<file path="config.mk">
export PLATFORM = sky130hd
export DESIGN_NAME = branch_target_buffer
export DESIGN_NICKNAME = d
export VERILOG_FILES = /design/src/rtl/branch_target_buffer_pkg.sv /design/src/rtl/sat_counter2.sv /design/src/rtl/branch_target_buffer.sv
export SDC_FILE = /design/constraint.sdc
export NUM_CORES = 1
export LEC_CHECK = 0
export BUFFER_PORTS_ARGS = -buffer_cell sky130_fd_sc_hd__clkbuf_2
export CAP_MARGIN = 20
export CORE_ASPECT_RATIO = 1.25
export CORE_UTILIZATION = 54
export DETAILED_ROUTE_END_ITERATION = 10
export GPL_TIMING_DRIVEN = 1
export HOLD_SLACK_MARGIN = 0.08
export PLACE_DENSITY = 0.73
export SLEW_MARGIN = 20
export SYNTH_ARGS = -nofsm -noshare
export SYNTH_HDL_FRONTEND = slang
export SYNTH_HIERARCHICAL = 1
export SYNTH_SLANG_ARGS = --single-unit
</file>
<file path="constraint.sdc">
create_clock -name clk -period 4.6 [get_ports clk]
set_input_delay 0.23 -clock clk [delete_from_list [all_inputs] [get_ports clk]]
set_output_delay 0.23 -clock clk [all_outputs]
set_load 0.03 [all_outputs]
</file>
<file path="src/rtl/branch_target_buffer_pkg.sv">
// Shared branch predictor definitions: 2-bit counter encodings, default table geometry,
// and PC index/tag slicing helpers that the IF-stage predict logic also uses.
package branch_target_buffer_pkg;

  typedef enum logic [1:0] {
    CtrSnt = 2'b00,
    CtrWnt = 2'b01,
    CtrWt  = 2'b10,
    CtrSt  = 2'b11
  } ctr_e;

  localparam int unsigned DefEntries = 16;
  localparam int unsigned DefIdxW    = 4;
  localparam int unsigned DefTagW    = 32 - 2 - DefIdxW;

  // Word-aligned PC: bits [1:0] never take part in index or tag.
  function automatic logic [DefIdxW-1:0] pc_index(input logic [31:0] pc);
    return pc[DefIdxW+1:2];
  endfunction

  function automatic logic [DefTagW-1:0] pc_tag(input logic [31:0] pc);
    return pc[31:DefIdxW+2];
  endfunction

endpackage

</file>
<file path="src/rtl/sat_counter2.sv">
// Combinational next-state for a 2-bit saturating branch direction counter.
module sat_counter2
  import branch_target_buffer_pkg::*;
(
  input  ctr_e ctr_i,
  input  logic taken_i,
  output ctr_e ctr_next_o
);

  always_comb begin
    ctr_next_o = ctr_i;
    unique case (ctr_i)
      CtrSnt: ctr_next_o = taken_i ? CtrWnt : CtrSnt;
      CtrWnt: ctr_next_o = taken_i ? CtrWt  : CtrSnt;
      CtrWt:  ctr_next_o = taken_i ? CtrSt  : CtrWnt;
      CtrSt:  ctr_next_o = taken_i ? CtrSt  : CtrWt;
      default: ctr_next_o = CtrWnt;
    endcase
  end

endmodule

</file>
<file path="src/rtl/branch_target_buffer.sv">
// Direct-mapped BTB: zero-latency lookup for IF, trained by MEM-stage branch resolution,
// plus a saturating mispredict counter for performance monitoring.
module branch_target_buffer
  import branch_target_buffer_pkg::*;
#(
  parameter int unsigned ENTRIES = DefEntries,
  parameter int unsigned IDX_W   = DefIdxW,
  parameter int unsigned TAG_W   = 32 - 2 - IDX_W,
  parameter int unsigned CNT_W   = 16
) (
  input  logic             clk,
  input  logic             reset,
  input  logic [31:0]      if_pc,
  output logic             pred_taken,
  output logic [31:0]      pred_target,
  input  logic             upd_valid,
  input  logic [31:0]      upd_pc,
  input  logic             upd_taken,
  input  logic [31:0]      upd_target,
  input  logic             upd_mispredict,
  output logic [CNT_W-1:0] mispredict_cnt
);

  logic [ENTRIES-1:0] valid_q;
  logic [TAG_W-1:0]   tag_q    [ENTRIES];
  logic [31:0]        target_q [ENTRIES];
  ctr_e               ctr_q    [ENTRIES];
  logic [CNT_W-1:0]   cnt_q, cnt_d;

  logic [IDX_W-1:0] lk_idx, upd_idx;
  logic [TAG_W-1:0] lk_tag, upd_tag;
  logic             lk_hit, upd_hit;

  logic        wr_en;
  logic [31:0] wr_target;
  ctr_e        wr_ctr, ctr_next;

  logic unused_pc_lsbs;
  assign unused_pc_lsbs = ^{if_pc[1:0], upd_pc[1:0]};

  assign lk_idx  = if_pc[IDX_W+1:2];
  assign lk_tag  = if_pc[31:IDX_W+2];
  assign upd_idx = upd_pc[IDX_W+1:2];
  assign upd_tag = upd_pc[31:IDX_W+2];

  // Lookup reads registered state only, so a same-cycle update is seen one cycle later.
  assign lk_hit      = valid_q[lk_idx] && (tag_q[lk_idx] == lk_tag);
  assign pred_taken  = !reset && lk_hit && ctr_q[lk_idx][1];
  assign pred_target = pred_taken ? target_q[lk_idx] : 32'h0;

  assign upd_hit = valid_q[upd_idx] && (tag_q[upd_idx] == upd_tag);

  sat_counter2 u_sat_counter2 (
    .ctr_i      (ctr_q[upd_idx]),
    .taken_i    (upd_taken),
    .ctr_next_o (ctr_next)
  );

  always_comb begin
    wr_en     = 1'b0;
    wr_target = target_q[upd_idx];
    wr_ctr    = ctr_next;
    if (upd_valid) begin
      if (upd_hit) begin
        wr_en = 1'b1;
        if (upd_taken) wr_target = upd_target;
      end else if (upd_taken) begin
        // Taken miss replaces whatever lives at this index; not-taken misses never allocate.
        wr_en     = 1'b1;
        wr_target = upd_target;
        wr_ctr    = CtrWt;
      end
    end
  end

  always_comb begin
    cnt_d = cnt_q;
    if (upd_valid && upd_mispredict && (cnt_q != {CNT_W{1'b1}})) begin
      cnt_d = cnt_q + CNT_W'(1);
    end
  end

  always_ff @(posedge clk) begin
    if (reset) begin
      valid_q <= '0;
      cnt_q   <= '0;
      for (int unsigned i = 0; i < ENTRIES; i++) begin
        ctr_q[i] <= CtrWnt;
      end
    end else begin
      cnt_q <= cnt_d;
      if (wr_en) begin
        valid_q[upd_idx]  <= 1'b1;
        tag_q[upd_idx]    <= upd_tag;
        target_q[upd_idx] <= wr_target;
        ctr_q[upd_idx]    <= wr_ctr;
      end
    end
  end

  assign mispredict_cnt = cnt_q;

endmodule
</file>
==> results.toml, run 1 <==
[sta]
slew_headroom_pct = 33.2
setup_tns_ns = 0
fin_worst_skew_ns = 0.0303
hold_viol_final = 0
rsz0062_at_grt = "no"
maxSlewViolCount = 0
worstMarginPinSlew_ns = 1.00
max_freq_ghz = 0.231
timing.final.crit_share_pct = 94.3
finalCriticalPeriod_ns = 4.34
setup_violations = 0

[cts]
clock_latency_ns = 0.66
clock_sinks = 992
cts_resized = 0
ctsLongestPathBuffers = 3
cts_buffers = 96
cts_tree = "yes"
post-cts-setup-buffer-count = 0
htree_num_levels = 3
cts-root-buf = "clkbuf_16"
clk_pin_slew_ns = 0.07

[worst_hold_path]
min_path_type = "in2reg"
worstHoldEndpoint = "tag_q[3][19]"
hold_path_depth = 1
worstHoldStart = "upd_pc[25]"

[grt]
antenna_found_initial = 6
grt_pass1_wl_um = 156000
grt_start_max_net_pins = 81
grtUsageTotal_pct = 27.2
grt_pass1_vias = 24000
grt-ovfl-total = 0

[power_and_ir_drop]
powerDensity_nw_per_um2 = 386
peakVddDrop_mv = 0.335
p_leak_uw = 0.0160

[cells_and_area]
design_area_um2 = 49100
final_cell_mix = "edfxtp_1, mux4_2, clkbuf_2, mux2i_1"
ff_latch_area_um2 = 29500
fin_util_pct = 63.1
final_cells = 3514
drive_above_1_share_pct = 32.5
multiInputGateArea_um2 = 12500
area_growth_pct = 15.2
final_common_cell = "edfxtp_1"
fin_nets = 2489
fill_cells = 5263

[synth]
synth-main-ff-cell = "edfxtp_1"
yosysWarnings = 6
synth-async-reset-ratio_pct = 0
yosys-top-cells-area = "edfxtp_1, mux4_2, mux2i_1, dfxtp_1, xnor2_1"
synth_nets = 2194
synth_seq_cells = 992
ys_seq_area_share_pct = 69.2
netlist_instances = 2092
synth_top_area_share_pct = 67.7
yosysUniqueCellTypes = 59
syn_area_per_cell_um2 = 20.4
synth-edff-count = 960
yosysTopAreaCell = "edfxtp_1"
netlist_area_um2 = 42600

[critical_path]
worstPathMaxFanout = 33
worstReg2RegStart = "tag_q[10][9]"
worstPathArrival_ns = 4.11
crit_type = "reg2out"
r2r_slack_ns = 0.56
end_kind = "output port"
r2r-end = "tag_q[3][4]"
crit_path_start_kind = "flip-flop"
reg2reg_depth = 13
required_ns = 4.37

[die]
io_pins = 150
num_rows = 114
die_h_um = 316
die_area_um2 = 80000
die_x_um = 253
start_util_pct = 54.8
fp.coreArea_um2 = 77700

[placement]
numPortBuffers = 145
dp_hpwl_um = 62300
post-place-cells = 3275
gp_congestion = 0.887
dpl_cell_area_um2 = 45400

[routing]
first_pass_iters = 5
vias = 22700
routed_wl_um = 107000
viasPerCell = 6.45
avgRoutedWirePerCell_um = 30.3
detail-route-antenna-nets = 0
drc = 0
drt_iter0_markers = 2509

[status]
status = "completed"

[job]
drv_cap = 0
where the power goes:
part	internal (uW)	total, uW	leakage, uW	switching [uW]
clock	4270	7640	0.00147	3360
sequential	9970	10000	0.00889	26.6
combinational	579	1290	0.00559	710
cell families (layout without fill, tap and decap cells):
| kind of cell | Yosys count | in the layout | share of synthesized area [%] |
|---|---|---|---|
| multiplexers | 474 | 474 | 22.1 |
| AND/OR/NAND/NOR | 244 | 244 | 2.92 |
| adder cells (fa/ha/maj) | 3 | 3 | 0.0823 |
| AO/OA/AOI/OAI | 149 | 149 | 2.47 |
| flip-flops | 992 | 992 | 69.2 |
| buffers and inverters | 164 | 539 | 1.88 |
| XOR/XNOR | 66 | 66 | 1.36 |
| other | 0 | 3 | 0 |
worst max-delay path: stages, from the launching register on:
cell	delay (ns)
edfxtp_1	0.40
mux4_2	0.48
mux4_2	0.52
xnor2_1	0.22
nand4_1	0.31
nor4_1	0.51
nand4_1	0.19
buf_4	0.31
nor2b_1	0.22
clkbuf_2	0.24
Yosys cell counts, drive strengths merged (3+ instances only):
| cell | count |
|---|---|
| o211ai | 8 |
| a22oi | 21 |
| nor4 | 6 |
| or3b | 4 |
| mux4 | 372 |
| inv | 32 |
| nand3 | 17 |
| a31oi | 11 |
| nor2 | 64 |
| and3 | 6 |
| xnor2 | 39 |
| buf | 79 |
| o2bb2ai | 7 |
| nor3 | 9 |
| o2111ai | 4 |
| a22o | 10 |
| dfxtp | 32 |
| nand2 | 57 |
| o21ai | 36 |
| xor2 | 27 |
| nand2b | 16 |
| a21oi | 21 |
| clkbuf | 51 |
| o22ai | 5 |
| a221oi | 11 |
| or3 | 4 |
| nor2b | 39 |
| nand4 | 14 |
| edfxtp | 960 |
| nand3b | 3 |
| mux2i | 102 |
layout make-up:
type	instances	share of cell area, %
multi-input cells	936	25.4
clock buffers	123	5.21
repair buffers	327	5.38
flip-flops and latches	992	60.1
diodes	3	0.0153
clock inverters	55	0.951
inverters	34	0.260
well taps	1044	2.66
registers in the layout, summed over array words and instances, names as in the netlist:
signal / count
ctr_q: 32
mispredict_cnt: 16
tag_q: 416
target_q: 512
valid_q: 16
how the worst max path moves through the flow:
stage                      start  cells after the start               to
finish              tag_q[0][25]                      9  pred_target[15]
global route            if_pc[2]                     11   pred_target[4]
CTS                 tag_q[0][25]                      9   pred_target[4]
detailed placement      if_pc[2]                     11   pred_target[4]
global placement        if_pc[2]                     11   pred_target[4]
floorplan              upd_pc[3]                     14     tag_q[11][0]
per-stage QoR:
stage	hold WS, ns	setup slack, ns	power [uW]
finish	0.136	0.262	18900
global route	0.117	0.143	19400
CTS	0.0951	0.143	19000
floorplan	0.329	0.411	11000
global placement	0.468	0.356	11400
detailed placement	0.480	0.285	11400
metal layers:
layer,up-vias,wire [um],track usage [%]
met1,11900,38800,34.6
li1,9387,-,-
met4,6,3910,10.6
met2,1115,55700,46.8
met3,216,8170,4.85
met5,-,39,0
what timing repair did:
| action | CTS | global route |
|---|---|---|
| hold buffers | 58 | 0 |
| hold endpoints to repair | 914 | 0 |
| setup endpoints to repair | 0 | 0 |
(Power assumes the default switching activity.)
==> run 2: changes to the inputs <==
ABC_CLOCK_PERIOD_IN_PS = 4600   (was unset)
SYNTH_HIERARCHICAL = unset   (was 1)
==> results.toml, run 2 <==
[sta]
setup_violations = 0
hold_viol_final = 0
worstMarginPinSlew_ns = 0.862
maxSlewViolCount = 0
max_freq_ghz = 0.233
timing.final.crit_share_pct = 93.4
rsz0062_at_grt = "no"
setup_tns_ns = 0
slew_headroom_pct = 42.6
fin_worst_skew_ns = 0.0280
finalCriticalPeriod_ns = 4.30

[critical_path]
crit_path_start_kind = "flip-flop"
end_kind = "output port"
worstPathMaxFanout = 33
reg2reg_depth = 14
r2r-end = "tag_q[12][21]"
worstPathArrival_ns = 4.07
required_ns = 4.37
r2r_slack_ns = 0.48
crit_type = "reg2out"
worstReg2RegStart = "tag_q[15][4]"

[status]
status = "completed"

[synth]
synth_nets = 2208
synth_seq_cells = 992
netlist_area_um2 = 42800
yosys-top-cells-area = "edfxtp_1, mux4_2, mux2i_1, dfxtp_1, xnor2_1"
synth-main-ff-cell = "edfxtp_1"
synth_top_area_share_pct = 67.3
ys_seq_area_share_pct = 68.8
synth-async-reset-ratio_pct = 0
yosysUniqueCellTypes = 58
yosysWarnings = 0
netlist_instances = 2106
yosysMostFrequentCell = "edfxtp_1"
synth-edff-count = 960
synth_top_cells_by_count = "edfxtp_1, mux4_2, mux2i_1"
syn_area_per_cell_um2 = 20.3
yosysTopAreaCell = "edfxtp_1"

[die]
start_util_pct = 54.5
fp.coreArea_um2 = 78600
io_pins = 150
die_h_um = 317
die_x_um = 254
die_area_um2 = 80500
num_rows = 115

[grt]
top_usage_layer = "met2"
use_met1_pct = 34.2
grt_pass1_wl_um = 158000
grt_start_max_net_pins = 101
grtUsageTotal_pct = 27.6
grt_pass1_vias = 24100
antenna_found_initial = 2
met3_usage_pct = 4.44
gr-usage-met2_pct = 48.3
grt-ovfl-total = 0

[cts]
cts_resized = 0
ctsLongestPathBuffers = 3
clock_latency_ns = 0.67
htree_num_levels = 3
cts_buffers = 96
cts-root-buf = "clkbuf_16"
clk_pin_slew_ns = 0.06
cts_tree = "yes"
clock_sinks = 992

[worst_hold_path]
min_path_type = "in2reg"
worstHoldEndpoint = "mispredict_cnt[0]"
hold_path_depth = 3
worstHoldStart = "reset"

[cells_and_area]
fin_nets = 2496
final_cells = 3528
reg_top3 = "target_q: 512 flops, tag_q: 416 flops, ctr_q: 32 flops"
final_common_cell = "edfxtp_1"
design_area_um2 = 49500
drive_above_1_share_pct = 33.9
fill_cells = 5331
largest_register_ffs = 512
final_cell_mix = "edfxtp_1, mux4_2, clkbuf_2, clkbuf_16, mux2i_1"
top_register = "target_q"
area_growth_pct = 15.6

[routing]
drc = 0
detail-route-antenna-nets = 0
avgRoutedWirePerCell_um = 30.8
drt_iter0_markers = 2574
routed_wl_um = 109000
viasPerCell = 6.54
vias = 23100
first_pass_iters = 6

[power_and_ir_drop]
peakVddDrop_mv = 0.353
power.total_uw = 19300
p_leak_uw = 0.0160
powerDensity_nw_per_um2 = 389

[placement]
numPortBuffers = 145
dpl_cell_area_um2 = 45800
gp_congestion = 0.921
dp_hpwl_um = 65100
post-place-cells = 3297

[job]
drv_cap = 0
==> run 2: cell types whose count changed after synthesis, sizes merged, moves of 7 or more <==
| cell | change |
|---|---|
| a22oi | -10 |
| buf | -7 |
| mux2 | +9 |
| mux4 | +11 |
| nand2b | -11 |
| nor3 | +10 |
| o21ai | -19 |
| o21bai | +32 |
| o22ai | +24 |
==> run 2: critical path, cell delays in order (launching register included) <==
cell	delay, ns
edfxtp_1	0.38
mux4_2	0.47
mux4_2	0.49
xnor2_1	0.34
o211ai_1	0.20
nor4_1	0.44
nand4_1	0.28
buf_4	0.35
nor2b_1	0.20
clkbuf_2	0.23
==> run 2: cell families (layout without fill, tap and decap cells) <==
group,after synthesis,count (layout),share of synthesized area (%)
flops,992,992,68.8
mux,488,488,22.7
simple gates,242,242,2.75
compound gates,155,155,2.55
buf+inv,155,522,1.72
xor+xnor,73,73,1.49
fa+ha+maj,1,1,0.0292
other cells,0,2,0
==> run 2: final cells by class <==
type / count / area (um^2) / share of cell area [%]
Antenna cell: 2 / 5.00 / 0.0101
Clock buffer: 116 / 2520 / 5.09
Clock inverter: 61 / 646 / 1.30
Inverter: 26 / 97.6 / 0.197
Multi-Input combinational cell: 959 / 12900 / 26.0
Sequential cell: 992 / 29500 / 59.5
Tap cell: 1053 / 1320 / 2.66
Timing Repair Buffer: 319 / 2590 / 5.22
==> run 2: metal layers <==
| metal | vias to the layer above | part of all wire (%) |
|---|---|---|
| li1 | 9477 | - |
| met1 | 12200 | 36 |
| met2 | 1185 | 53 |
| met3 | 234 | 7.3 |
| met4 | 2 | 4.0 |
| met5 | - | 0.0074 |
==> run 2: how the worst max path moves through the flow <==
stage,start,end,depth (start not counted)
2_1_floorplan,upd_pc[3],tag_q[14][0],16
3_3_place_gp,if_pc[2],pred_target[10],11
3_5_place_dp,if_pc[2],pred_target[10],11
4_1_cts,tag_q[4][7],pred_target[10],9
5_1_grt,tag_q[8][7],pred_target[9],9
6_report,tag_q[15][7],pred_target[10],9
==> run 2: timing repair <==
item / CTS / global route
hold buffers: 52 / 0
endpoints found under the hold margin: 819 / 0
buffers inserted: 0 / 0
==> run 2: metrics by stage <==
stage / utilization [%] / hold WS, ns / worst slack [ns]
after floorplan: - / 0.329 / 0.234
after global placement: 58.3 / 0.475 / 0.366
after detailed placement: 58.3 / 0.479 / 0.288
after CTS: 63.0 / 0.0844 / 0.139
after global routing: 63.0 / 0.126 / 0.0218
final: 63.0 / 0.121 / 0.302
==> run 2: report_power, final <==
part	total, uW	switching, uW	leakage [uW]	internal, uW
clock network	7940	3350	0.00153	4580
logic	1330	739	0.00556	593
registers	10000	26.9	0.00889	9970
